[src/rtl/music_pkg.sv]
// -----------------------------------------------------------------------------
// music_pkg
// Shared definitions for the song sequencer: sequencer state encoding, note
// and ROM address widths, the seven base pitches (C4..B4) and the function
// that turns a note code into a tone half-period in clock cycles.
// -----------------------------------------------------------------------------
package music_pkg;

  localparam int NOTE_W = 5;   // note code width, 0 = rest
  localparam int ADDR_W = 6;   // song ROM address width (64 entries)
  localparam int HALF_W = 18;  // tone half-period width in clock cycles

  typedef enum logic [2:0] {
    ST_IDLE  = 3'd0,
    ST_FETCH = 3'd1,
    ST_PLAY  = 3'd2,
    ST_PAUSE = 3'd3,
    ST_DONE  = 3'd4
  } state_t;

  // C4 D4 E4 F4 G4 A4 B4 in Hz
  localparam int unsigned BASE_HZ [7] = '{262, 294, 330, 349, 392, 440, 494};

  // Codes 1-7 are the base octave, 8-14 one octave up, 15-21 two octaves up.
  // Everything else is silent (half-period 0).
  function automatic logic [HALF_W-1:0] half_period(input int unsigned clk_hz,
                                                    input logic [NOTE_W-1:0] code);
    int unsigned idx;
    int unsigned freq;
    if (code == '0 || code > NOTE_W'(21)) return '0;
    idx  = 32'(code) - 32'd1;
    freq = BASE_HZ[idx % 7] << (idx / 7);
    return HALF_W'(clk_hz / (2 * freq));
  endfunction

endpackage

[src/rtl/note_tone_lut.sv]
// -----------------------------------------------------------------------------
// note_tone_lut
// Combinational lookup: note code -> tone half-period in clock cycles.
// The table is fully resolved at elaboration, so no divider is built.
//   code  in  5   note code (0 = rest)
//   half  out 18  half-period in cycles, 0 for silent codes
// -----------------------------------------------------------------------------
module note_tone_lut
  import music_pkg::*;
#(
  parameter int unsigned CLK_HZ = 50_000_000
) (
  input  logic [NOTE_W-1:0] code,
  output logic [HALF_W-1:0] half
);

  logic [HALF_W-1:0] lut [2**NOTE_W];

  for (genvar g = 0; g < 2**NOTE_W; g++) begin : g_lut
    assign lut[g] = half_period(CLK_HZ, NOTE_W'(g));
  end

  assign half = lut[code];

endmodule

[src/rtl/music_seq_ctrl.sv]
// -----------------------------------------------------------------------------
// music_seq_ctrl
// Steps a registered-output song ROM one entry per beat and turns each note
// code into a square wave on the buzzer pin, with play/pause/stop/loop control.
//
// Ports
//   clk      in   system clock
//   rst      in   synchronous reset, active-high
//   play     in   pulse: start, or resume from pause
//   pause    in   pulse: freeze playback (FETCH/PLAY only)
//   stop     in   pulse: abort to idle (highest priority)
//   loop_en  in   level: wrap to entry 0 after the last entry
//   music    in   note code from the ROM, valid one cycle after cnt changes
//   cnt      out  ROM address
//   note     out  note currently sounding, 0 = silence
//   buzzer   out  square-wave tone
//   playing  out  high in FETCH and PLAY
//   done     out  high in DONE
//
// Build option
//   NOTE_GAP_EN  when defined, the last GAP_CYCLES cycles of every beat are
//                silent so repeated notes are heard separately.
//
// Beat timing: FETCH (2 cycles: address to ROM, ROM to note) + PLAY
// (BEAT_CYCLES-2 cycles) = BEAT_CYCLES per entry. The cycle on which pause
// is accepted still advances the counters; every cycle spent in PAUSE,
// including the one that accepts play, is frozen.
// -----------------------------------------------------------------------------
module music_seq_ctrl
  import music_pkg::*;
#(
  parameter int unsigned CLK_HZ      = 50_000_000,
  parameter int unsigned BEAT_CYCLES = 12_500_000,
  parameter int unsigned SONG_LEN    = 64,
  parameter int unsigned GAP_CYCLES  = 500_000
) (
  input  logic              clk,
  input  logic              rst,
  input  logic              play,
  input  logic              pause,
  input  logic              stop,
  input  logic              loop_en,
  input  logic [NOTE_W-1:0] music,
  output logic [ADDR_W-1:0] cnt,
  output logic [NOTE_W-1:0] note,
  output logic              buzzer,
  output logic              playing,
  output logic              done
);

  localparam int unsigned PLAY_CYCLES = BEAT_CYCLES - 2;
  localparam int          BEAT_W      = $clog2(PLAY_CYCLES);
  localparam logic [BEAT_W-1:0] BEAT_LAST = BEAT_W'(PLAY_CYCLES - 1);
  localparam logic [ADDR_W-1:0] CNT_LAST  = ADDR_W'(SONG_LEN - 1);
  // First PLAY-counter value whose following cycle lies in the silent tail;
  // the buzzer is a register, so silencing is decided one cycle early.
  localparam int unsigned GAP_FROM =
    (GAP_CYCLES < PLAY_CYCLES) ? PLAY_CYCLES - 1 - GAP_CYCLES : 0;

`ifdef NOTE_GAP_EN
  localparam bit GAP_EN = 1'b1;
`else
  localparam bit GAP_EN = 1'b0;
`endif

  state_t            state_q, state_d;
  state_t            resume_q, resume_d;   // FETCH or PLAY to return to
  logic              fcnt_q, fcnt_d;       // FETCH cycle index
  logic [BEAT_W-1:0] bcnt_q, bcnt_d;       // PLAY cycle index
  logic [HALF_W-1:0] tone_q, tone_d;
  logic [ADDR_W-1:0] cnt_d;
  logic [NOTE_W-1:0] note_d;
  logic              buz_d;

  logic [HALF_W-1:0] half;
  logic [HALF_W-1:0] tone_step;
  logic              buz_step;
  logic              in_gap;

  note_tone_lut #(
    .CLK_HZ(CLK_HZ)
  ) u_lut (
    .code(note),
    .half(half)
  );

  assign in_gap = GAP_EN && (GAP_CYCLES != 0) && (state_q == ST_PLAY) &&
                  (bcnt_q >= BEAT_W'(GAP_FROM));

  // One step of the tone oscillator for the note currently held
  always_comb begin
    tone_step = '0;
    buz_step  = 1'b0;
    if (half != '0 && !in_gap) begin
      if (tone_q == half - HALF_W'(1)) begin
        tone_step = '0;
        buz_step  = ~buzzer;
      end else begin
        tone_step = tone_q + HALF_W'(1);
        buz_step  = buzzer;
      end
    end
  end

  always_comb begin
    state_d  = state_q;
    resume_d = resume_q;
    fcnt_d   = fcnt_q;
    bcnt_d   = bcnt_q;
    tone_d   = tone_q;
    cnt_d    = cnt;
    note_d   = note;
    buz_d    = buzzer;

    case (state_q)
      ST_IDLE, ST_DONE: begin
        if (play) begin
          state_d = ST_FETCH;
          cnt_d   = '0;
          fcnt_d  = 1'b0;
          bcnt_d  = '0;
          tone_d  = '0;
          buz_d   = 1'b0;
        end
      end

      ST_FETCH: begin
        // Previous note keeps sounding until the new code is latched
        tone_d = tone_step;
        buz_d  = buz_step;
        if (!fcnt_q) begin
          fcnt_d = 1'b1;
        end else begin
          fcnt_d  = 1'b0;
          note_d  = music;
          tone_d  = '0;
          buz_d   = 1'b0;
          bcnt_d  = '0;
          state_d = ST_PLAY;
        end
      end

      ST_PLAY: begin
        tone_d = tone_step;
        buz_d  = buz_step;
        if (bcnt_q == BEAT_LAST) begin
          bcnt_d = '0;
          if (cnt == CNT_LAST && !loop_en) begin
            state_d = ST_DONE;
            note_d  = '0;
            tone_d  = '0;
            buz_d   = 1'b0;
          end else begin
            state_d = ST_FETCH;
            cnt_d   = (cnt == CNT_LAST) ? '0 : cnt + ADDR_W'(1);
          end
        end else begin
          bcnt_d = bcnt_q + BEAT_W'(1);
        end
      end

      ST_PAUSE: begin
        if (play && !pause) state_d = resume_q;
      end

      default: state_d = ST_IDLE;
    endcase

    // The song finishing wins over a pause arriving on its last cycle
    if (pause && (state_q == ST_FETCH || state_q == ST_PLAY) && state_d != ST_DONE) begin
      resume_d = state_d;
      state_d  = ST_PAUSE;
      buz_d    = 1'b0;
    end

    if (stop) begin
      state_d = ST_IDLE;
      cnt_d   = '0;
      note_d  = '0;
      buz_d   = 1'b0;
      tone_d  = '0;
      fcnt_d  = 1'b0;
      bcnt_d  = '0;
    end
  end

  always_ff @(posedge clk) begin
    if (rst) begin
      state_q  <= ST_IDLE;
      resume_q <= ST_IDLE;
      fcnt_q   <= 1'b0;
      bcnt_q   <= '0;
      tone_q   <= '0;
      cnt      <= '0;
      note     <= '0;
      buzzer   <= 1'b0;
    end else begin
      state_q  <= state_d;
      resume_q <= resume_d;
      fcnt_q   <= fcnt_d;
      bcnt_q   <= bcnt_d;
      tone_q   <= tone_d;
      cnt      <= cnt_d;
      note     <= note_d;
      buzzer   <= buz_d;
    end
  end

  assign playing = (state_q == ST_FETCH) || (state_q == ST_PLAY);
  assign done    = (state_q == ST_DONE);

endmodule
[config.mk]
export PLATFORM = sky130hd
export DESIGN_NAME = music_seq_ctrl
export DESIGN_NICKNAME = d
export VERILOG_FILES = /design/src/rtl/music_pkg.sv /design/src/rtl/note_tone_lut.sv /design/src/rtl/music_seq_ctrl.sv
export SDC_FILE = /design/constraint.sdc
export NUM_CORES = 1
export LEC_CHECK = 0
export BUFFER_PORTS_ARGS = -buffer_cell sky130_fd_sc_hd__buf_4
export CAP_MARGIN = 15
export CORE_MARGIN = 2
export CORE_UTILIZATION = 40
export DETAILED_ROUTE_END_ITERATION = 7
export PLACE_DENSITY = 0.58
export SLEW_MARGIN = 20
export SYNTH_ARGS = -nofsm -noshare
export SYNTH_HDL_FRONTEND = slang
export SYNTH_SLANG_ARGS = --single-unit
[constraint.sdc]
create_clock -name clk -period 7.5 [get_ports clk]
set_input_delay 1.5 -clock clk [delete_from_list [all_inputs] [get_ports clk]]
set_output_delay 1.5 -clock clk [all_outputs]
set_load 0.03 [all_outputs]
==> flow_metrics.py <==
metrics = {
    "outcome": {
        "status": "finished clean",
    },
    "synth": {
        "synthCells": 596,
        "synthArstFlopShare": 0,
        "synth_most_common_cell": "nor2_1",
        "ys_top_cells_by_count": "nor2_1, dfxtp_1, nand2_1",
        "ys_seq_area_frac": 0.267,
        "ys.warnings.count": 0,
        "synth-edff-count": 0,
        "synth.area.top_cells": "dfxtp_1, nor2_1, a21oi_1",
        "yosysTopAreaCell": "dfxtp_1",
        "synth.net_count": 620,
        "synthFlopType": "dfxtp_1",
        "synth_area_per_cell_sq_um": 7.67,
        "synth_top_area_frac": 0.267,
        "synth.distinct_cells": 80,
        "synthesis.area_sq_um": 4570,
        "synth_seq_cells": 61,
    },
    "floorplanning": {
        "core-area_sq_um": 11300,
        "die_area_sq_um": 12300,
        "die_y_microns": 111,
        "dieWidth_microns": 111,
        "num_rows": 39,
        "io_pins": 25,
        "start_util": 0.406,
    },
    "routing": {
        "ant_nets": 0,
        "routedWlPerCell_microns": 16.7,
        "vias": 4469,
        "drtIter0Drc": 243,
        "first_pass_iters": 5,
        "drcViolationCount": 0,
        "finalWirelength_mm": 12.6,
        "avgViaCountPerCell": 5.91,
    },
    "cells_and_area": {
        "multi_input_area_sq_um": 3170,
        "areaGrowthSynthToFinish_pct": 12.9,
        "final_nets": 632,
        "fin_area_sq_um": 5160,
        "drive_gt1_frac": 0.111,
        "fin_util": 0.458,
        "fillers": 1136,
        "register_area_sq_um": 1220,
        "antennaDiodeCount": 0,
    },
    "critical_path": {
        "startpoint": "note[0]",
        "rrSetupSlack_ns": 2.99,
        "critical_path.endpoint_type": "flip-flop",
        "cp-endpoint": "tone_q[8]",
        "reg2reg_depth": 15,
        "cp.required_ns": 7.73,
        "worstPathMaxFanout": 32,
        "arrival_ns": 4.74,
        "crit_slowest_cell": "dfxtp_1",
        "crit_type": "reg2reg",
        "max_stage_delay_ns": 0.71,
        "reg2reg_to": "tone_q[8]",
        "worst_r2r_startpoint": "note[0]",
        "start_kind": "flip-flop",
        "cp_cell_sequence": "inv_2 > ha_1 > nor2_1 > nor3_1 > a211oi_2 > ha_1 > inv_1 > nor4_1 > a22oi_1 > a2111oi_0 > o211ai_1 > nor4_4 > buf_4 > o41ai_1 > a21o_1",
        "cpMostUsedCell": "ha_1",
    },
    "placed_design": {
        "io_buffers": 24,
        "hpwl_mm": 8.97,
        "post-place-ws_ns": 3.03,
        "gp_congestion": 0.894,
        "place_area_sq_um": 4830,
    },
    "cts": {
        "cts_max_level": 3,
        "cts-root-buf": "clkbuf_16",
        "ctsLongestPathBuffers": 2,
        "cts_setup_buffers": 0,
        "numCtsBuffers": 9,
        "cts_hold_buffers": 0,
        "insertion_delay_ns": 0.34,
        "cts.sinks": 61,
        "cts.repair.resized": 0,
        "path_clk_slew_ns": 0.05,
        "cts_tree": "built",
    },
    "global_route": {
        "grt_pass1_wl_mm": 21.1,
        "overflow": 0,
        "grt_pass1_vias": 4275,
        "grt_use_total": 0.207,
        "grt_max_degree": 39,
        "antenna_found_initial": 0,
    },
    "timing": {
        "fmax_mhz": 222,
        "period_needed_ns": 4.51,
        "worstMarginPinSlew_ns": 0.963,
        "clock_skew_ns": 0.00946,
        "finalWorstSetupSlack_ns": 2.99,
        "slew_violations": 0,
        "rsz0062_at_grt": "false",
        "finalHoldViolCount": 0,
        "timing.final.crit_share": 0.601,
        "slew_headroom": 0.356,
        "fin_setup_tns_ns": 0,
        "setup_violations": 0,
    },
    "hold_path": {
        "hp-class": "reg2reg",
    },
    "power": {
        "ir_worst_vdd_uv": 135,
        "p_per_area_nw_per_um2": 161,
        "power_leakage_nw": 1.93,
        "finalPower_mw": 0.832,
    },
    "flow_run": {
        "drv.max_cap_violation_count": 0,
    },
}
[stage by stage]
step	instances	hold slack, ns
floorplan	596	0.431
global placement	740	0.451
detailed placement	740	0.465
CTS	756	0.472
global route	756	0.525
finish	756	0.469
[area by class of cell]
class,instances,share of cell area
Multi-Input combinational cell,495,0.614
Sequential cell,61,0.237
Clock buffer,12,0.0497
Timing Repair Buffer,30,0.0436
Tap cell,143,0.0347
Clock inverter,4,0.0136
Inverter,11,0.00800
[critical path: cells and delay by family, from the launching register on]
kind	cells	cell delay [ns]
compound gates	6	1.52
fa+ha+maj	2	0.77
buf+inv	3	0.58
flops	1	0.71
simple gates	4	0.82
[state kept, by name (all words and copies together), names as in the netlist]
signal / cells
tone_q: 18
cnt: 6
fcnt_q: 1
buzzer: 1
resume_q: 3
bcnt_q: 24
note: 5
state_q: 3
[logic make-up (layout without fill, tap and decap cells)]
kind of cell / Yosys count / after routing / synth area share
fa+ha+maj: 13 / 13 / 0.0356
buf+inv: 40 / 57 / 0.0416
compound gates: 141 / 141 / 0.219
flops: 61 / 61 / 0.267
xor+xnor: 36 / 36 / 0.0690
simple gates: 299 / 299 / 0.355
mux: 6 / 6 / 0.0134
[cells in the final DEF, fill, tap and decap left out, types with 8 or more instances in the layout]
| cell type | count |
|---|---|
| nor2_1 | 75 |
| ha_1 | 13 |
| xor2_1 | 19 |
| xnor2_1 | 17 |
| nand3b_1 | 13 |
| inv_1 | 9 |
| o41ai_1 | 8 |
| nor4_1 | 8 |
| a31oi_1 | 9 |
| o21ai_0 | 14 |
| a21o_1 | 11 |
| nor3_1 | 28 |
| dfxtp_1 | 61 |
| nand2_1 | 45 |
| or3_1 | 8 |
| nand4_1 | 10 |
| and3_1 | 16 |
| buf_4 | 30 |
| a21oi_1 | 34 |
| nand3_1 | 34 |
| clkbuf_16 | 9 |
| nand2b_1 | 13 |
[worst min path at each step]
stage	startpoint	end	slack (ns)	depth (start not counted)
after floorplan	resume_q[1]	resume_q[1]	0.43	2
after global placement	resume_q[1]	resume_q[1]	0.45	2
after detailed placement	resume_q[1]	resume_q[1]	0.46	2
after CTS	resume_q[1]	resume_q[1]	0.47	2
after global routing	resume_q[2]	resume_q[2]	0.53	1
final	resume_q[1]	resume_q[1]	0.47	2
[where the power goes]
group / switching, mW / leakage (nW) / internal (mW)
sequential: 0.00164 / 0.491 / 0.325
clock: 0.150 / 0.163 / 0.308
combinational: 0.0314 / 1.28 / 0.0155
[layer usage]
| layer | GRT usage | vias up | wire [microns] |
|---|---|---|---|
| met1 | 0.257 | 2096 | 5570 |
| met2 | 0.357 | 117 | 6250 |
| met4 | 0.0750 | 0 | 217 |
| met5 | 0 | - | 0 |
| li1 | - | 2238 | - |
| met3 | 0.0410 | 18 | 567 |
Power figures use the tool's default switching activity.
